===== config.mk =====
export PLATFORM = sky130hd
export DESIGN_NAME = mem_responder
export DESIGN_NICKNAME = d
export VERILOG_FILES = /design/src/rtl/mem_responder.sv
export SDC_FILE = /design/constraint.sdc
export NUM_CORES = 1
export LEC_CHECK = 0
export CAP_MARGIN = 5
export CORE_MARGIN = 5
export CORE_UTILIZATION = 55
export DETAILED_ROUTE_END_ITERATION = 10
export HOLD_SLACK_MARGIN = 0.08
export PLACE_DENSITY = 0.83
export SETUP_SLACK_MARGIN = 0.4
export SLEW_MARGIN = 20
export SYNTH_ARGS = -nofsm -noshare
export SYNTH_HDL_FRONTEND = slang
export SYNTH_SLANG_ARGS = --single-unit

===== constraint.sdc =====
create_clock -name clk -period 3.9 [get_ports clk]
set_input_delay 1.17 -clock clk [delete_from_list [all_inputs] [get_ports clk]]
set_output_delay 1.17 -clock clk [all_outputs]
set_load 0.05 [all_outputs]

===== src/rtl/mem_responder.sv =====
// mem_responder: ROM-to-RAM transfer engine with a 2-deep word FIFO.
// The initiator pushes ROM words with read_rom and pops them into RAM with
// write_ram. The block finishes after eight completed RAM writes.
// Optional feature macro: XFER_BYPASS_EN. When it is defined, a same-cycle
// read and write at an empty FIFO moves the ROM word straight into RAM.
module mem_responder (
    input  logic       clk,
    input  logic       rst,
    input  logic       read_rom,
    input  logic [2:0] rom_addr,
    input  logic       write_ram,
    input  logic [2:0] ram_addr,
    input  logic [2:0] rd_addr,
    output logic [7:0] rd_data,
    output logic [1:0] fifo_level,
    output logic [3:0] xfer_count,
    output logic       busy,
    output logic       done,
    output logic       overflow,
    output logic       underflow
);

    typedef enum logic [1:0] {
        ST_IDLE   = 2'd0,
        ST_ACTIVE = 2'd1,
        ST_DONE   = 2'd2
    } state_t;

    state_t     state_q, state_d;
    logic [7:0] fifo_q [2];
    logic       wr_ptr_q, wr_ptr_d;
    logic       rd_ptr_q, rd_ptr_d;
    logic [1:0] level_q, level_d;
    logic [3:0] xfer_q, xfer_d;
    logic       ovf_q, ovf_d;
    logic       unf_q, unf_d;
    logic [7:0] ram_q [8];
    logic [7:0] rd_data_q;

    logic       push_en;
    logic       pop_en;
    logic       bypass;
    logic       ram_we;
    logic [7:0] ram_wdata;
    logic [7:0] rom_word;

    // Fixed ROM contents: word i holds 8'h11 * (i + 1).
    function automatic logic [7:0] rom_lookup(input logic [2:0] a);
        logic [7:0] w;
        case (a)
            3'd0:    w = 8'h11;
            3'd1:    w = 8'h22;
            3'd2:    w = 8'h33;
            3'd3:    w = 8'h44;
            3'd4:    w = 8'h55;
            3'd5:    w = 8'h66;
            3'd6:    w = 8'h77;
            default: w = 8'h88;
        endcase
        return w;
    endfunction

    // Next-state, FIFO handshake and flag decisions.
    always_comb begin
        rom_word  = rom_lookup(rom_addr);
        state_d   = state_q;
        wr_ptr_d  = wr_ptr_q;
        rd_ptr_d  = rd_ptr_q;
        level_d   = level_q;
        xfer_d    = xfer_q;
        ovf_d     = ovf_q;
        unf_d     = unf_q;
        push_en   = 1'b0;
        pop_en    = 1'b0;
        bypass    = 1'b0;
        ram_we    = 1'b0;
        ram_wdata = fifo_q[rd_ptr_q];

        case (state_q)
            ST_IDLE: begin
                // The starting read also delivers its word; writes are ignored here.
                if (read_rom) begin
                    state_d = ST_ACTIVE;
                    push_en = 1'b1;
                end
            end
            ST_ACTIVE: begin
`ifdef XFER_BYPASS_EN
                bypass = read_rom && write_ram && (level_q == 2'd0);
`else
                bypass = 1'b0;
`endif
                if (bypass) begin
                    ram_we    = 1'b1;
                    ram_wdata = rom_word;
                end else begin
                    pop_en = write_ram && (level_q != 2'd0);
                    if (write_ram && (level_q == 2'd0)) begin
                        unf_d = 1'b1;
                    end
                    // A full FIFO still accepts a push when the head leaves this cycle.
                    if (read_rom) begin
                        if ((level_q == 2'd2) && !pop_en) begin
                            ovf_d = 1'b1;
                        end else begin
                            push_en = 1'b1;
                        end
                    end
                    ram_we = pop_en;
                end
            end
            default: begin
                // DONE: everything frozen until reset.
            end
        endcase

        if (push_en) begin
            wr_ptr_d = ~wr_ptr_q;
        end
        if (pop_en) begin
            rd_ptr_d = ~rd_ptr_q;
        end
        level_d = level_q + {1'b0, push_en} - {1'b0, pop_en};
        if (ram_we) begin
            xfer_d = xfer_q + 4'd1;
        end
        if ((state_q == ST_ACTIVE) && (xfer_d == 4'd8)) begin
            state_d = ST_DONE;
        end
    end

    // Control state register with synchronous reset.
    always_ff @(posedge clk) begin
        if (rst) begin
            state_q  <= ST_IDLE;
            wr_ptr_q <= 1'b0;
            rd_ptr_q <= 1'b0;
            level_q  <= 2'd0;
            xfer_q   <= 4'd0;
            ovf_q    <= 1'b0;
            unf_q    <= 1'b0;
        end else begin
            state_q  <= state_d;
            wr_ptr_q <= wr_ptr_d;
            rd_ptr_q <= rd_ptr_d;
            level_q  <= level_d;
            xfer_q   <= xfer_d;
            ovf_q    <= ovf_d;
            unf_q    <= unf_d;
        end
    end

    // FIFO storage; stale words are harmless because the pointers reset.
    always_ff @(posedge clk) begin
        if (push_en) begin
            fifo_q[wr_ptr_q] <= rom_word;
        end
    end

    // RAM array: cleared on reset, written by pops or by the bypass path.
    always_ff @(posedge clk) begin
        if (rst) begin
            for (int i = 0; i < 8; i++) begin
                ram_q[i] <= 8'h00;
            end
        end else if (ram_we) begin
            ram_q[ram_addr] <= ram_wdata;
        end
    end

    // Registered debug readback of the RAM contents held before this edge.
    always_ff @(posedge clk) begin
        if (rst) begin
            rd_data_q <= 8'h00;
        end else begin
            rd_data_q <= ram_q[rd_addr];
        end
    end

    assign rd_data    = rd_data_q;
    assign fifo_level = level_q;
    assign xfer_count = xfer_q;
    assign busy       = (state_q == ST_ACTIVE);
    assign done       = (state_q == ST_DONE);
    assign overflow   = ovf_q;
    assign underflow  = unf_q;

endmodule


==> summary.txt, run 1 <==
Status
  – Status: finished clean

Synthesis
  – Mux cell area share after synthesis: 0.0829
  – Post-Syn Nets: ~230
  – Post-Synth XOR/XNOR Area: 0.0132
  – Synthesized area: around 2700 um^2
  – Register area share after synthesis: 0.581
  – Syn avg cell area: 12.3 um^2
  – Main area contributors after synthesis: edfxtp_1 (45%), dfxtp_1 (13%), mux4_2 (6.8%)
  – Post-synth EDFFs: 40
  – Synth Area in Adders: 0.0141
  – Async S/R FF share, synth: 0
  – Synth Warn #: 0
  – Largest family of logic cells by synthesized area: simple AND/OR/NAND/NOR gates
  – Most frequent cell after synthesis: nor2_1
  – Simple-gate area share of the yosys netlist: 0.180
  – Synth Instances: ~220
  – Share of the synthesized area in the top cell type: 0.452
  – Synth cell types: between 40 and 50
  – Yosys top cell by area: edfxtp_1
  – #FFs+latches synth: between 50 and 60
  – Main synth FF type: edfxtp_1
  – Synth Area in Compound Gates: 0.0872
  – Top cells by count, synth: nor2_1 (41), edfxtp_1 (40), dfxtp_1 (17)

Critical path
  – R2R Setup Slk: approximately 1.9 ns
  – Req. time, crit path: about 2.7 ns
  – Crit-path slowest cell: clkdlybuf4s50_1
  – Setup crit end kind: primary output
  – Worst-path cell chain: nand2b_1 -> inv_1 -> clkdlybuf4s50_1
  – CP max FO: 6
  – Arrival @ worst endpoint: 1.79 ns
  – Max stage delay on crit path: 0.79 ns
  – CP Class: reg -> out
  – Crit path launch type: register

Global route
  – Initial antenna violation count: 0
  – GRT Total Usage: 0.176
  – Number of global-route vias before repair: ~1700
  – First-pass GRT wire length: 8.26 mm
  – Largest net degree at the start of global routing: 24
  – Grt total ovfl: 0

Pwr
  – Peak VDD IR: just over 0.3 mV
  – Net Sw Frac: 0.253
  – Leak Pwr: 1.14 nW
  – Reg power frac: 0.499
  – Clock Power Share: 0.363
  – Combinational Power Share: 0.137
  – Int Power: a little over 1 mW
  – Sw Pwr: 0.351 mW
  – Power Density: ~440 nW/um^2

STA
  – Final hold viol count: 0
  – Worst hold slack: between 0.4 and 0.5 ns
  – Max Clock Skew: about 0.0078 ns
  – Worst Max-Slew Pin Slew: 0.614 ns
  – RSZ-0062 raised after global routing: no
  – Slew HR: 0.579
  – Fin. max-slew vios: 0
  – Fin worst setup slack: ~0.94 ns
  – Final setup viols: 0
  – FMAX: roughly 340 MHz
  – Final setup TNS: 0 ns
  – Clock period minus worst slack: roughly 3.0 ns
  – Period utilization: 0.759

Drt
  – Post-Route WL: just under 5 mm
  – ANT nets after route: 0
  – DR DRC count: 0
  – Drt first pass iters: 4
  – Via Count: roughly 1700
  – WL per Instance: around 16 um
  – Via density: a little under 6
  – Drt initial violations: approximately 160

Clock network
  – Clock slew at reported path FFs: around 0.060 ns
  – CTS tree: yes
  – Num CTS Buffers: 9
  – Root Buffer: clkbuf_8
  – Longest Clk Path Bufs: 2
  – Post-CTS setup buffers: 0
  – Clock Sinks: 57
  – Clk_lat worst skew: between 0.3 and 0.4 ns
  – Hold Buf Count CTS: 0
  – H-tree depth: 3
  – Post-CTS sizing: 0

Final layout
  – Area grow syn2layout: 18.0%
  – Layout cells sized above 1: 0.126
  – Diode count: 0
  – Post-layout net count: ~260
  – Non-filler cells, final: roughly 300
  – Fillers: 372
  – Fin util: 0.668

Job
  – Max Cap Viol: 0

Die
  – Die ar.: 6320 um^2
  – Row Count: 25
  – Initial Util: 0.566
  – Die H: about 80 um
  – Core Footprint: roughly 4700 um^2
  – Top Ports: 31
  – Chip Width: 79.5 um

Placement
  – Pre-CTS setup slack: between 0.6 and 0.7 ns
  – Post-DP HPWL: roughly 3.5 mm
  – Port-buffer cells: 30
  – Placed cells: around 290
  – Placer Congestion: 0.800

Min path
  – Hold Path Class: reg -> reg
==> registers in the layout, summed over array words and instances, names as in the netlist, named ones only <==
signal and flops:
ram_q 32, fifo_q 8, rd_data 4, xfer_count 4
fifo_level 2, state_q 2, overflow 1, rd_ptr_q 1
underflow 1, wr_ptr_q 1
==> critical path: cells and delay by family (launching register included) <==
kind	cells	cell delay [ns]
buffers and inverters	2	0.86
flip-flops	1	0.45
AND/OR/NAND/NOR	1	0.15
==> worst paths after layout <==
check / from / endpoint / cells after the start
setup / recovery: state_q[0] / busy / 3
hold / removal: underflow / underflow / 2
setup reg to reg: state_q[0] / fifo_level[1] / 8
hold reg to reg: underflow / underflow / 2
==> power groups by stage <==
stage	Sequential [mW]	Combinational (mW)	Clock (mW)
2_1_floorplan	0.727	0.110	0
4_1_cts	0.693	0.191	0.512
3_3_place_gp	0.704	0.188	0
6_report	0.692	0.190	0.504
3_5_place_dp	0.705	0.190	0
5_1_grt	0.696	0.205	0.541
==> kinds of logic (layout without fill, tap and decap cells) <==
family	Yosys count	in the layout
buffers and inverters	24	56
adder cells (fa/ha/maj)	3	3
AO/OA/AOI/OAI	33	33
AND/OR/NAND/NOR	82	82
multiplexers	12	12
XOR/XNOR	4	4
flip-flops	57	57
==> layout make-up <==
cell class / instances / area (um^2) / share of cell area
clock buffers: 11 / 131 / 0.0419
clock inverters: 5 / 46.3 / 0.0148
inverters: 8 / 30.0 / 0.00958
multi-input cells: 134 / 1000 / 0.319
flip-flops and latches: 57 / 1540 / 0.492
well taps: 54 / 67.6 / 0.0216
repair buffers: 32 / 315 / 0.101
==> stage by stage <==
stage	power, mW	instance area (um^2)
final	1.39	3130
after global routing	1.44	3130
after CTS	1.40	3130
after detailed placement	0.895	2960
after global placement	0.892	2960
after floorplan	0.837	2660
==> per-layer routing <==
metal  GRT usage  routed length, um  vias to the layer above
met5           0                  0                        -
li1            -                  -                      861
met4      0.0945                114                        0
met3      0.0598                303                        9
met2       0.284               2420                       48
met1       0.206               2070                      827
==> cells in the final DEF (no fill, tap or decap), types with 3 or more instances in the layout <==
cell type,n
a21o_1,4
a21oi_1,9
a22o_1,4
a31o_2,4
clkbuf_8,9
clkdlybuf4s50_1,30
clkinv_1,3
dfxtp_1,17
edfxtp_1,40
ha_1,3
inv_1,8
mux2i_1,4
mux4_2,8
nand2b_1,3
nor2_1,41
nor2b_1,4
nor3_1,3
o21ai_0,5
or3_1,3
or4_1,3
or4b_1,5
Power figures use the tool's default switching activity.
==> inputs of run 2 (changes only) <==
--- a/config.mk
+++ b/config.mk
@@ -7,10 +7,10 @@
 export LEC_CHECK = 0
 export CAP_MARGIN = 5
 export CORE_MARGIN = 5
-export CORE_UTILIZATION = 55
+export CORE_UTILIZATION = 50
 export DETAILED_ROUTE_END_ITERATION = 10
 export HOLD_SLACK_MARGIN = 0.08
-export PLACE_DENSITY = 0.83
+export PLACE_DENSITY = 0.79
 export SETUP_SLACK_MARGIN = 0.4
 export SLEW_MARGIN = 20
 export SYNTH_ARGS = -nofsm -noshare
==> constraint.sdc (replaced) <==
create_clock -name clk -period 2.5 [get_ports clk]
set_input_delay 0.75 -clock clk [delete_from_list [all_inputs] [get_ports clk]]
set_output_delay 0.75 -clock clk [all_outputs]
set_load 0.05 [all_outputs]
==> run 2 against run 1 <==
Design area increased by 6.3%. Critical path type is now in -> reg. Sequential power increased by 56%. Largest cell class unchanged. Clock skew decreased by 0.0035 ns. Die area increased by 8.7%. Worst setup slack got worse by 0.48 ns. Clock-buffer cell count unchanged. Power increased by 59%.
==> summary.txt, run 2 (synthesized netlist as in run 1, its figures left out) <==
Final layout
  – Diode count: 0 (unchanged)
  – Commonest non-fill, non-tap cells in the layout: nor2_1 (40), edfxtp_1 (40), buf_4 (22)
  – Seq. cell area: 1540 um^2 (unchanged)
  – Fillers: 423 (+14%)
  – Register with the most flip-flops: ram_q
  – Fin area: 3330 um^2 (+6.3%)
  – Area grow syn2layout: 25.4%
  – Max reg flops: 32 (unchanged)
  – Post-layout net count: 278 (+7.8%)
  – Non-filler cells, final: 337 (+12%)
  – Multi-input gate area: 1040 um^2 (+3.5%)
  – Layout cells sized above 1: 0.232 (+0.107)
  – Registers with the most flip-flops: ram_q (32), fifo_q (8)

Drt
  – Via Count: 1831 (+4.9%)
  – ANT nets after route: 0 (unchanged)
  – WL per Instance: 15.8 um (-3.1%)
  – Post-Route WL: 5.32 mm (+8.5%)
  – Via density: 5.43 (-6.3%)
  – Drt initial violations: 193 (+24%)
  – DR DRC count: 0 (unchanged)
  – Drt first pass iters: 4 (unchanged)

Placement
  – Pre-CTS setup slack: -0.125 ns (-0.748 ns)
  – Port-buffer cells: 30 (unchanged)
  – Area post-placement: 3160 um^2 (+6.9%)
  – Placer Congestion: 0.864 (+8.0%)
  – Placed cells: 321 (+13%)
  – Post-DP HPWL: 3.84 mm (+8.7%)

Min path
  – Hold Path Depth: 2 (unchanged)
  – Hold Path Class: reg -> reg
  – Hold path startpoint: overflow
  – Worst Hold Endpoint: overflow

Clock network
  – Root Buffer: clkbuf_8
  – Clk_lat worst skew: 0.33 ns (about the same)
  – CTS tree: yes
  – Hold Buf Count CTS: 0 (unchanged)
  – H-tree depth: 3 (unchanged)
  – Post-CTS setup buffers: 0 (unchanged)
  – Longest Clk Path Bufs: 2 (unchanged)
  – Clock Sinks: 57 (unchanged)
  – Num CTS Buffers: 9 (unchanged)
  – Clock slew at reported path FFs: 0.06 ns (about the same)

STA
  – Slew HR: 0.668 (+0.0893)
  – RSZ-0062 raised after global routing: yes
  – Fin worst setup slack: 0.458 ns (-0.483 ns)
  – Final setup viols: 0 (unchanged)
  – Max Clock Skew: 0.00422 ns (-0.00353 ns)
  – Final hold viol count: 0 (unchanged)
  – Period utilization: 0.817
  – Fin. max-slew vios: 0 (unchanged)
  – Clock period minus worst slack: just over 2 ns
  – FMAX: slightly below 500 MHz
  – Worst Max-Slew Pin Slew: 0.499 ns (-0.114 ns)

Critical path
  – Max stage delay on crit path: 0.47 ns (-0.32 ns)
  – CP Class: in -> reg
  – Reg2reg end: fifo_level[1]
  – Reg2Reg Depth: 8 (unchanged)
  – Arrival @ worst endpoint: 2.24 ns (+0.45 ns)
  – R2R Setup Slk: 0.65 ns (-1.24 ns)
  – CP max FO: 5 (-1)
  – Setup crit end kind: register
  – Req. time, crit path: 2.69 ns (-0.04 ns)
  – Crit-path slowest cell: clkdlybuf4s50_1
  – Worst r2r src: state_q[0]
  – Worst-path cell chain: clkdlybuf4s50_1 -> or3_4 -> or4_4 -> nor2_1
  – Crit path launch type: input port

Pwr
  – Leak Pwr: 1.32 nW (+16%)
  – Final Power: 2.20 mW (+59%)
  – Peak VDD IR: 0.385 mV (+26%)
  – Power Density: 660 nW/um^2 (+49%)

Global route
  – Number of global-route vias before repair: 1863 (+6.8%)
  – Initial antenna violation count: 0 (unchanged)
  – Largest net degree at the start of global routing: 26 (+8.3%)
  – First-pass GRT wire length: 9.11 mm (+10%)
  – Grt total ovfl: 0 (unchanged)
  – GRT Total Usage: 0.168 (-0.00764)

Die
  – Core Footprint: 5140 um^2 (+9.5%)
  – Die ar.: 6870 um^2 (+8.7%)
  – Top Ports: 31 (unchanged)
  – Die H: 82.9 um (+4.3%)
  – Initial Util: 0.517 (-0.0493)
  – Row Count: 26 (+4.0%)
  – Chip Width: 82.9 um (+4.3%)

Status
  – Status: finished clean

Job
  – Max Cap Viol: 0 (unchanged)
-- run 2: metal layers --
metal | routed length (um) | vias up | track usage
met3 | 380 | 7 | 0.0663
met4 | 67 | 0 | 0.0624
met5 | 0 | - | 0
li1 | - | 895 | -
met2 | 2650 | 68 | 0.267
met1 | 2220 | 861 | 0.208
-- run 2: area by class of cell --
type	count	area share
clock buffers	11	0.0395
clock inverters	5	0.0139
inverters	8	0.00902
multi-input cells	134	0.311
flip-flops and latches	57	0.463
well taps	70	0.0263
repair buffers	52	0.137
-- run 2: critical path: cells and delay by family --
| family | cells | cell delay (ns) |
|---|---|---|
| buffers and inverters | 1 | 0.47 |
| and+or+nand+nor | 3 | 1.00 |
-- run 2: power breakdown --
| part | switching (mW) | total, mW | internal, mW |
|---|---|---|---|
| clock | 0.335 | 0.783 | 0.449 |
| sequential | 0.0259 | 1.08 | 1.06 |
| combinational | 0.201 | 0.333 | 0.132 |
| total | 0.561 | 2.20 | 1.64 |
-- run 2: worst max-delay path by stage --
stage | start | endpoint | slack [ns] | cells after the start
floorplan | write_ram | fifo_level[1] | 0.44 | 8
global placement | write_ram | fifo_level[1] | -0.06 | 10
detailed placement | write_ram | fifo_level[1] | -0.12 | 10
CTS | fifo_level[0] | fifo_level[0] | 0.39 | 1
global route | write_ram | fifo_level[1] | 0.39 | 9
finish | ram_addr[1] | ram_q[0][4] | 0.46 | 4
-- run 2: repair_timing --
item / in CTS / in global routing
gates resized for setup: 19 / 15
setup endpoints to repair: 70 / 10
endpoints found under the hold margin: 0 / 0
-- run 2: metrics by stage --
stage | setup TNS [ns] | hold slack (ns) | util
final | 0 | 0.477 | 0.648
after global routing | 0 | 0.535 | 0.648
after CTS | 0 | 0.477 | 0.646
after detailed placement | -0.535 | 0.463 | 0.615
after global placement | -0.0597 | 0.454 | 0.615
after floorplan | 0 | 0.463 | -
